File: config.mk
export PLATFORM = sky130hd
export DESIGN_NAME = console_rx_flat
export DESIGN_NICKNAME = d
export VERILOG_FILES = /design/src/rtl/console_rx_if.sv /design/src/rtl/console_rx.sv /design/src/flat_wrapper.sv
export SDC_FILE = /design/constraint.sdc
export NUM_CORES = 1
export LEC_CHECK = 0
export ABC_AREA = 1
export BUFFER_PORTS_ARGS = -buffer_cell sky130_fd_sc_hd__buf_2
export CAP_MARGIN = 10
export CORE_ASPECT_RATIO = 1.75
export CORE_MARGIN = 4
export CORE_UTILIZATION = 58
export CTS_BUF_LIST = sky130_fd_sc_hd__clkbuf_16
export DETAILED_ROUTE_END_ITERATION = 12
export GPL_TIMING_DRIVEN = 0
export PLACE_DENSITY = 0.8
export SYNTH_ARGS = -nofsm -noshare
export SYNTH_HDL_FRONTEND = slang
export SYNTH_SLANG_ARGS = --single-unit
File: constraint.sdc
create_clock -name clk -period 3.94 [get_ports clk]
set_input_delay 0 -clock clk [delete_from_list [all_inputs] [get_ports clk]]
set_output_delay 0 -clock clk [all_outputs]
set_load 0.02 [all_outputs]
File: src/rtl/console_rx_if.sv
// CPU-side register bus of the console receiver: divider access, data pop and
// the sticky error flags.
interface console_rx_if;
   logic        div_we;
   logic [31:0] div_di;
   logic [31:0] div_do;
   logic        dat_re;
   logic [31:0] dat_do;
   logic        dat_valid;
   logic        overrun;
   logic        frame_err;
   logic        err_clr;

   modport master (
      output div_we, div_di, dat_re, err_clr,
      input  div_do, dat_do, dat_valid, overrun, frame_err
   );

   modport slave (
      input  div_we, div_di, dat_re, err_clr,
      output div_do, dat_do, dat_valid, overrun, frame_err
   );
endinterface

File: src/rtl/console_rx.sv
// 8N1 serial receiver with programmable bit divider and a small byte FIFO that
// the CPU pops one entry at a time.
module console_rx #(
   parameter int unsigned DEFAULT_DIV = 53333,
   parameter int unsigned FIFO_AW     = 2
) (
   input  logic         clk,
   input  logic         reset,
   input  logic         ser_rx,
   console_rx_if.slave  bus
);

   localparam int unsigned DEPTH = 1 << FIFO_AW;

   typedef enum logic [2:0] {IDLE, START, DATA, STOP, BREAK} state_t;

   state_t        state, state_next;
   logic          sync1, rxs;
   logic [31:0]   div_reg, bit_div, eff_div, cnt;
   logic [2:0]    bit_idx;
   logic [7:0]    shreg;
   logic          load_start, load_bit, shift_en, push, frame_set;

   logic [7:0]         mem [DEPTH];
   logic [FIFO_AW:0]   wr_ptr, rd_ptr;
   logic               full, empty, pop, push_ok, ovr_set;
   logic               overrun_q, frame_err_q;

   always_ff @(posedge clk) begin
      if (reset) begin
         sync1 <= 1'b1;
         rxs   <= 1'b1;
      end else begin
         sync1 <= ser_rx;
         rxs   <= sync1;
      end
   end

   always_ff @(posedge clk) begin
      if (reset) div_reg <= DEFAULT_DIV;
      else if (bus.div_we) div_reg <= bus.div_di;
   end

   // Divisors below 2 would leave no room for a mid-bit start sample.
   assign eff_div = (div_reg < 32'd2) ? 32'd2 : div_reg;

   always_ff @(posedge clk) begin
      if (reset) state <= IDLE;
      else       state <= state_next;
   end

   always_comb begin
      state_next = state;
      load_start = 1'b0;
      load_bit   = 1'b0;
      shift_en   = 1'b0;
      push       = 1'b0;
      frame_set  = 1'b0;
      case (state)
         IDLE: begin
            if (!rxs) begin
               state_next = START;
               load_start = 1'b1;
            end
         end
         START: begin
            if (cnt == 32'd0) begin
               if (rxs) state_next = IDLE;
               else begin
                  state_next = DATA;
                  load_bit   = 1'b1;
               end
            end
         end
         DATA: begin
            if (cnt == 32'd0) begin
               shift_en = 1'b1;
               load_bit = 1'b1;
               if (bit_idx == 3'd7) state_next = STOP;
            end
         end
         STOP: begin
            if (cnt == 32'd0) begin
               if (rxs) begin
                  push       = 1'b1;
                  state_next = IDLE;
               end else begin
                  frame_set  = 1'b1;
                  state_next = BREAK;
               end
            end
         end
         BREAK: begin
            if (rxs) state_next = IDLE;
         end
         default: state_next = IDLE;
      endcase
   end

   always_ff @(posedge clk) begin
      if (reset) begin
         bit_div <= 32'd2;
         cnt     <= 32'd0;
         bit_idx <= 3'd0;
         shreg   <= 8'd0;
      end else begin
         if (load_start) begin
            bit_div <= eff_div;
            cnt     <= (eff_div >> 1) - 32'd1;
         end else if (load_bit) begin
            cnt <= bit_div - 32'd1;
         end else if (cnt != 32'd0) begin
            cnt <= cnt - 32'd1;
         end
         if (state == START) bit_idx <= 3'd0;
         else if (shift_en)  bit_idx <= bit_idx + 3'd1;
         if (shift_en) shreg <= {rxs, shreg[7:1]};
      end
   end

   assign empty   = (wr_ptr == rd_ptr);
   assign full    = (wr_ptr[FIFO_AW] != rd_ptr[FIFO_AW]) &&
                    (wr_ptr[FIFO_AW-1:0] == rd_ptr[FIFO_AW-1:0]);
   assign pop     = bus.dat_re && !empty;
   // A simultaneous pop frees the slot a full-FIFO push needs.
   assign push_ok = push && (!full || pop);
   assign ovr_set = push && full && !pop;

   always_ff @(posedge clk) begin
      if (reset) begin
         wr_ptr <= '0;
         rd_ptr <= '0;
      end else begin
         if (push_ok) wr_ptr <= wr_ptr + 1'b1;
         if (pop)     rd_ptr <= rd_ptr + 1'b1;
      end
   end

   always_ff @(posedge clk) begin
      if (push_ok) mem[wr_ptr[FIFO_AW-1:0]] <= shreg;
   end

   always_ff @(posedge clk) begin
      if (reset) begin
         overrun_q   <= 1'b0;
         frame_err_q <= 1'b0;
      end else begin
         if (ovr_set)          overrun_q <= 1'b1;
         else if (bus.err_clr) overrun_q <= 1'b0;
         if (frame_set)        frame_err_q <= 1'b1;
         else if (bus.err_clr) frame_err_q <= 1'b0;
      end
   end

   assign bus.div_do    = div_reg;
   assign bus.dat_valid = !empty;
   assign bus.dat_do    = empty ? 32'hFFFF_FFFF : {24'd0, mem[rd_ptr[FIFO_AW-1:0]]};
   assign bus.overrun   = overrun_q;
   assign bus.frame_err = frame_err_q;

endmodule

File: src/flat_wrapper.sv
// flat-port wrapper written by rule: the top's interface ports become plain ports
module console_rx_flat 
#(
   parameter int unsigned DEFAULT_DIV = 53333,
   parameter int unsigned FIFO_AW     = 2
)
  (clk, reset, ser_rx, bus_div_we, bus_div_di, bus_dat_re, bus_err_clr, bus_div_do, bus_dat_do, bus_dat_valid, bus_overrun, bus_frame_err);
  console_rx_if bus_i ();
  input  logic clk;
  input  logic reset;
  input  logic ser_rx;
  input wire logic [$bits(bus_i.div_we)-1:0] bus_div_we;
  input wire logic [$bits(bus_i.div_di)-1:0] bus_div_di;
  input wire logic [$bits(bus_i.dat_re)-1:0] bus_dat_re;
  input wire logic [$bits(bus_i.err_clr)-1:0] bus_err_clr;
  output wire logic [$bits(bus_i.div_do)-1:0] bus_div_do;
  output wire logic [$bits(bus_i.dat_do)-1:0] bus_dat_do;
  output wire logic [$bits(bus_i.dat_valid)-1:0] bus_dat_valid;
  output wire logic [$bits(bus_i.overrun)-1:0] bus_overrun;
  output wire logic [$bits(bus_i.frame_err)-1:0] bus_frame_err;
  assign bus_i.div_we = bus_div_we;
  assign bus_i.div_di = bus_div_di;
  assign bus_i.dat_re = bus_dat_re;
  assign bus_i.err_clr = bus_err_clr;
  assign bus_div_do = bus_i.div_do;
  assign bus_dat_do = bus_i.dat_do;
  assign bus_dat_valid = bus_i.dat_valid;
  assign bus_overrun = bus_i.overrun;
  assign bus_frame_err = bus_i.frame_err;
  console_rx #(.DEFAULT_DIV(DEFAULT_DIV), .FIFO_AW(FIFO_AW)) u_core (.clk(clk), .reset(reset), .ser_rx(ser_rx), .bus(bus_i));
endmodule
==> results.py <==
metrics = {
    "outcome": {
        "status": "completed",
    },
    "synth": {
        "synth_most_common_cell": "nand2_1",
        "yosysSeqAreaShare_pct": 44.89,
        "synth_cell_type_count": 41,
        "yosys.area.top_type_share_pct": 32.22,
        "ys_seq_elements": 154,
        "synth_nets": 1050,
        "yosys.area_share.adder_pct": 1.320,
        "synth_area_um2": 7581,
        "synth_area_leader_cell": "dfxtp_1",
        "synth-edff-count": 32,
        "synth_top_family_by_area": "simple AND/OR/NAND/NOR gates",
        "synthMuxAreaShare_pct": 1.056,
        "synth-simple-area-share_pct": 31.26,
        "synthTopCellsByArea": "dfxtp_1, edfxtp_1, nand2_1",
        "synth_cells": 1004,
        "avgSynthCellArea_um2": 7.551,
        "synth-warning-count": 0,
        "synth_xor_area_share_pct": 1.733,
        "synth_compound_area_share_pct": 9.771,
        "synthTopCellsByCount": "nand2_1, nor2_1, dfxtp_1",
        "synthArstFlopShare_pct": 0,
        "ys.flop_type": "dfxtp_1",
    },
    "critical_path": {
        "worstPathRequired_ns": 4.24,
        "reg2reg_depth": 20,
        "path_class": "reg2reg",
        "cp.arrival_ns": 3.20,
        "critPathLaunchType": "flop",
        "path_max_fanout": 10,
        "cp-end-kind": "flop",
    },
    "power": {
        "p_per_area_nw_per_um2": 710.2,
        "leakage_uw": 0.004134,
        "vdd_drop_max_mv": 0.5263,
    },
    "clock_network": {
        "htree_levels": 4,
        "cts_sinks": 154,
        "cts_tree": "built",
        "clk_pin_slew_ns": 0.07,
        "root_buffer": "clkbuf_16",
        "cts_buffers": 17,
        "clockBufferDepth": 2,
        "post_cts_buffers": 0,
        "clkLatencyLatePin_ns": 0.43,
    },
    "sta": {
        "fin_setup_tns_ns": 0,
        "max_slew_margin_pct": 49.28,
        "hold_viol_final": 0,
        "slew_viol_final": 0,
        "rsz0062_at_grt": "no",
        "fin_crit_ns": 2.899,
        "setup_viol": 0,
        "worst_pin_slew_ns": 0.7581,
        "fmax_mhz": 345.0,
        "min_period_over_period_pct": 73.57,
        "fin_skew_ns": 0.01318,
        "hold_slack_ns": 0.04386,
    },
    "global_routing": {
        "grt.overflow.total": 0,
        "grt_pass1_wl_um": 34120,
        "use_met3_pct": 5.201,
        "grt.total_usage_pct": 29.45,
        "grt-busiest-layer": "met2",
        "grt_use_met1_pct": 25.52,
        "antenna_found_initial": 0,
        "grt_pass1_vias": 7294,
        "grt_max_degree": 26,
        "grt_use_met2_pct": 56.66,
    },
    "drt": {
        "viasPerCell": 5.425,
        "final_antenna_net_count": 0,
        "drc": 0,
        "drtPass1Iterations": 5,
        "first_iter_violations": 455,
        "wl_per_cell_um": 16.20,
        "vias": 7318,
        "routed_wirelength_um": 21860,
    },
    "place": {
        "placed_cells": 1279,
        "place.gp.congestion": 0.9644,
        "io_buffers": 103,
        "placedInstanceArea_um2": 8328,
        "hpwlAfterDp_um": 16050,
    },
    "floorplan": {
        "start_util_pct": 58.91,
        "dieWidth_um": 94.43,
        "die_y_um": 159.2,
        "core_um2": 12870,
        "fp.dieArea_um2": 15040,
        "core.rowCount": 55,
        "ios": 105,
    },
    "finish": {
        "synthToLayoutAreaGrowth_pct": 22.33,
        "final_cell_count_no_fill": 1349,
        "multi_input_area_um2": 3425,
        "diodes": 0,
        "stdcell_area_um2": 9274,
        "final_nets": 1211,
        "nFillCells": 1018,
        "final-seq-area_um2": 3403,
        "drive_above_1_share_pct": 20.20,
    },
    "hold_path": {
        "hold_depth": 2,
        "hp-class": "in2reg",
    },
    "job": {
        "cap_viol_max_count": 0,
    },
}
## registers in the layout, indices dropped and copies added, names as in the netlist, named ones only
register and count:
u_core.rd_ptr 3, u_core.bit_div 32, u_core.bus.div_do 32, u_core.bus.overrun 1, u_core.wr_ptr 3, u_core.rxs 1
u_core.sync1 1, u_core.cnt 32, u_core.state 3, u_core.bus.frame_err 1, u_core.bit_idx 3, u_core.shreg 8
u_core.mem 32
## per-layer routing
| metal | vias to the layer above | wire, µm |
|---|---|---|
| met5 | - | 0 |
| met4 | 0 | 1680 |
| met3 | 121 | 1033 |
| met2 | 290 | 12260 |
| met1 | 3355 | 6879 |
| li1 | 3552 | - |
## power breakdown
group          switching (µW)  total, µW  internal, µW
sequential                171       1980          1810
clock                     689       1570           880
combinational            1990       3040          1040
## final timing paths
kind | from | endpoint | slack, ns
max | u_core.cnt[27]$_SDFFE_PP0P_ | u_core.cnt[26]$_SDFFE_PP0P_ | 1.04
min | reset | u_core.sync1$_SDFF_PP1_ | 0.04
max reg2reg | u_core.cnt[27]$_SDFFE_PP0P_ | u_core.cnt[26]$_SDFFE_PP0P_ | 1.04
min reg2reg | u_core.sync1$_SDFF_PP1_ | u_core.rxs$_SDFF_PP1_ | 0.42
## logic make-up (layout without fill, tap and decap cells)
| logic type | Yosys count | count (layout) |
|---|---|---|
| xor gates and xnor gates | 15 | 15 |
| adders and majority gates | 8 | 8 |
| muxes | 8 | 8 |
| DFF | 154 | 154 |
| buffers and inverters | 160 | 334 |
| AOI/OAI and AO/OA | 136 | 136 |
| and+or+nand+nor | 523 | 523 |
## timing repair
action | CTS | global route
hold endpoints to repair | 37 | 0
hold buffers | 38 | 0
resized for setup | 0 | 0
## worst max-delay path, stage by stage, from the launching register on
cell and delay (ns):
dfxtp_1 0.37, nor2_1 0.12, nand2_1 0.06, nor2_1 0.11, nand2_1 0.11, nor2_4 0.19
nand2_2 0.13, buf_6 0.16, o21ai_1 0.11, nand2_1 0.11, inv_2 0.11, ha_1 0.16
nand3_1 0.12, inv_1 0.10, nand2_1 0.13, nor2_4 0.21, nand2_1 0.13, nor2_1 0.15
nand3_1 0.08, nand3_1 0.08, nor2_1 0.04
## per-stage QoR
step | power [µW] | util, % | setup WS (ns)
2_1_floorplan | 4259 | - | 0.9633
3_3_place_gp | 4903 | 64.58 | 0.2274
3_5_place_dp | 4951 | 64.72 | 1.115
4_1_cts | 6553 | 72.07 | 1.073
5_1_grt | 6994 | 72.07 | 0.7671
6_report | 6587 | 72.07 | 1.041
## final cells by class
class                      instances  share of cell area [%]
buffer                            66                   4.344
clock buffer                      17                   4.587
clock inverter                    15                   1.511
inverter                          94                   3.805
multi-input combinational        690                   36.93
sequential                       154                   36.70
tap                              171                   2.307
timing repair buffer             142                   9.822
## cell usage in the layout (no fill, tap or decap), types with 17 or more instances in the layout
cell           netlist  final
nor2_1             168    167
clkbuf_1            22     22
inv_1               81     82
clkbuf_16            0     17
dlygate4sd3_1        0     38
nand2_1            200    200
a21oi_1             60     60
buf_4               26     26
nand3_1             67     67
edfxtp_1            32     32
o21ai_0             56     56
nand2_2             17     17
dfxtp_1            122    122
buf_2                7    110
Power figures use the tool's default switching activity.
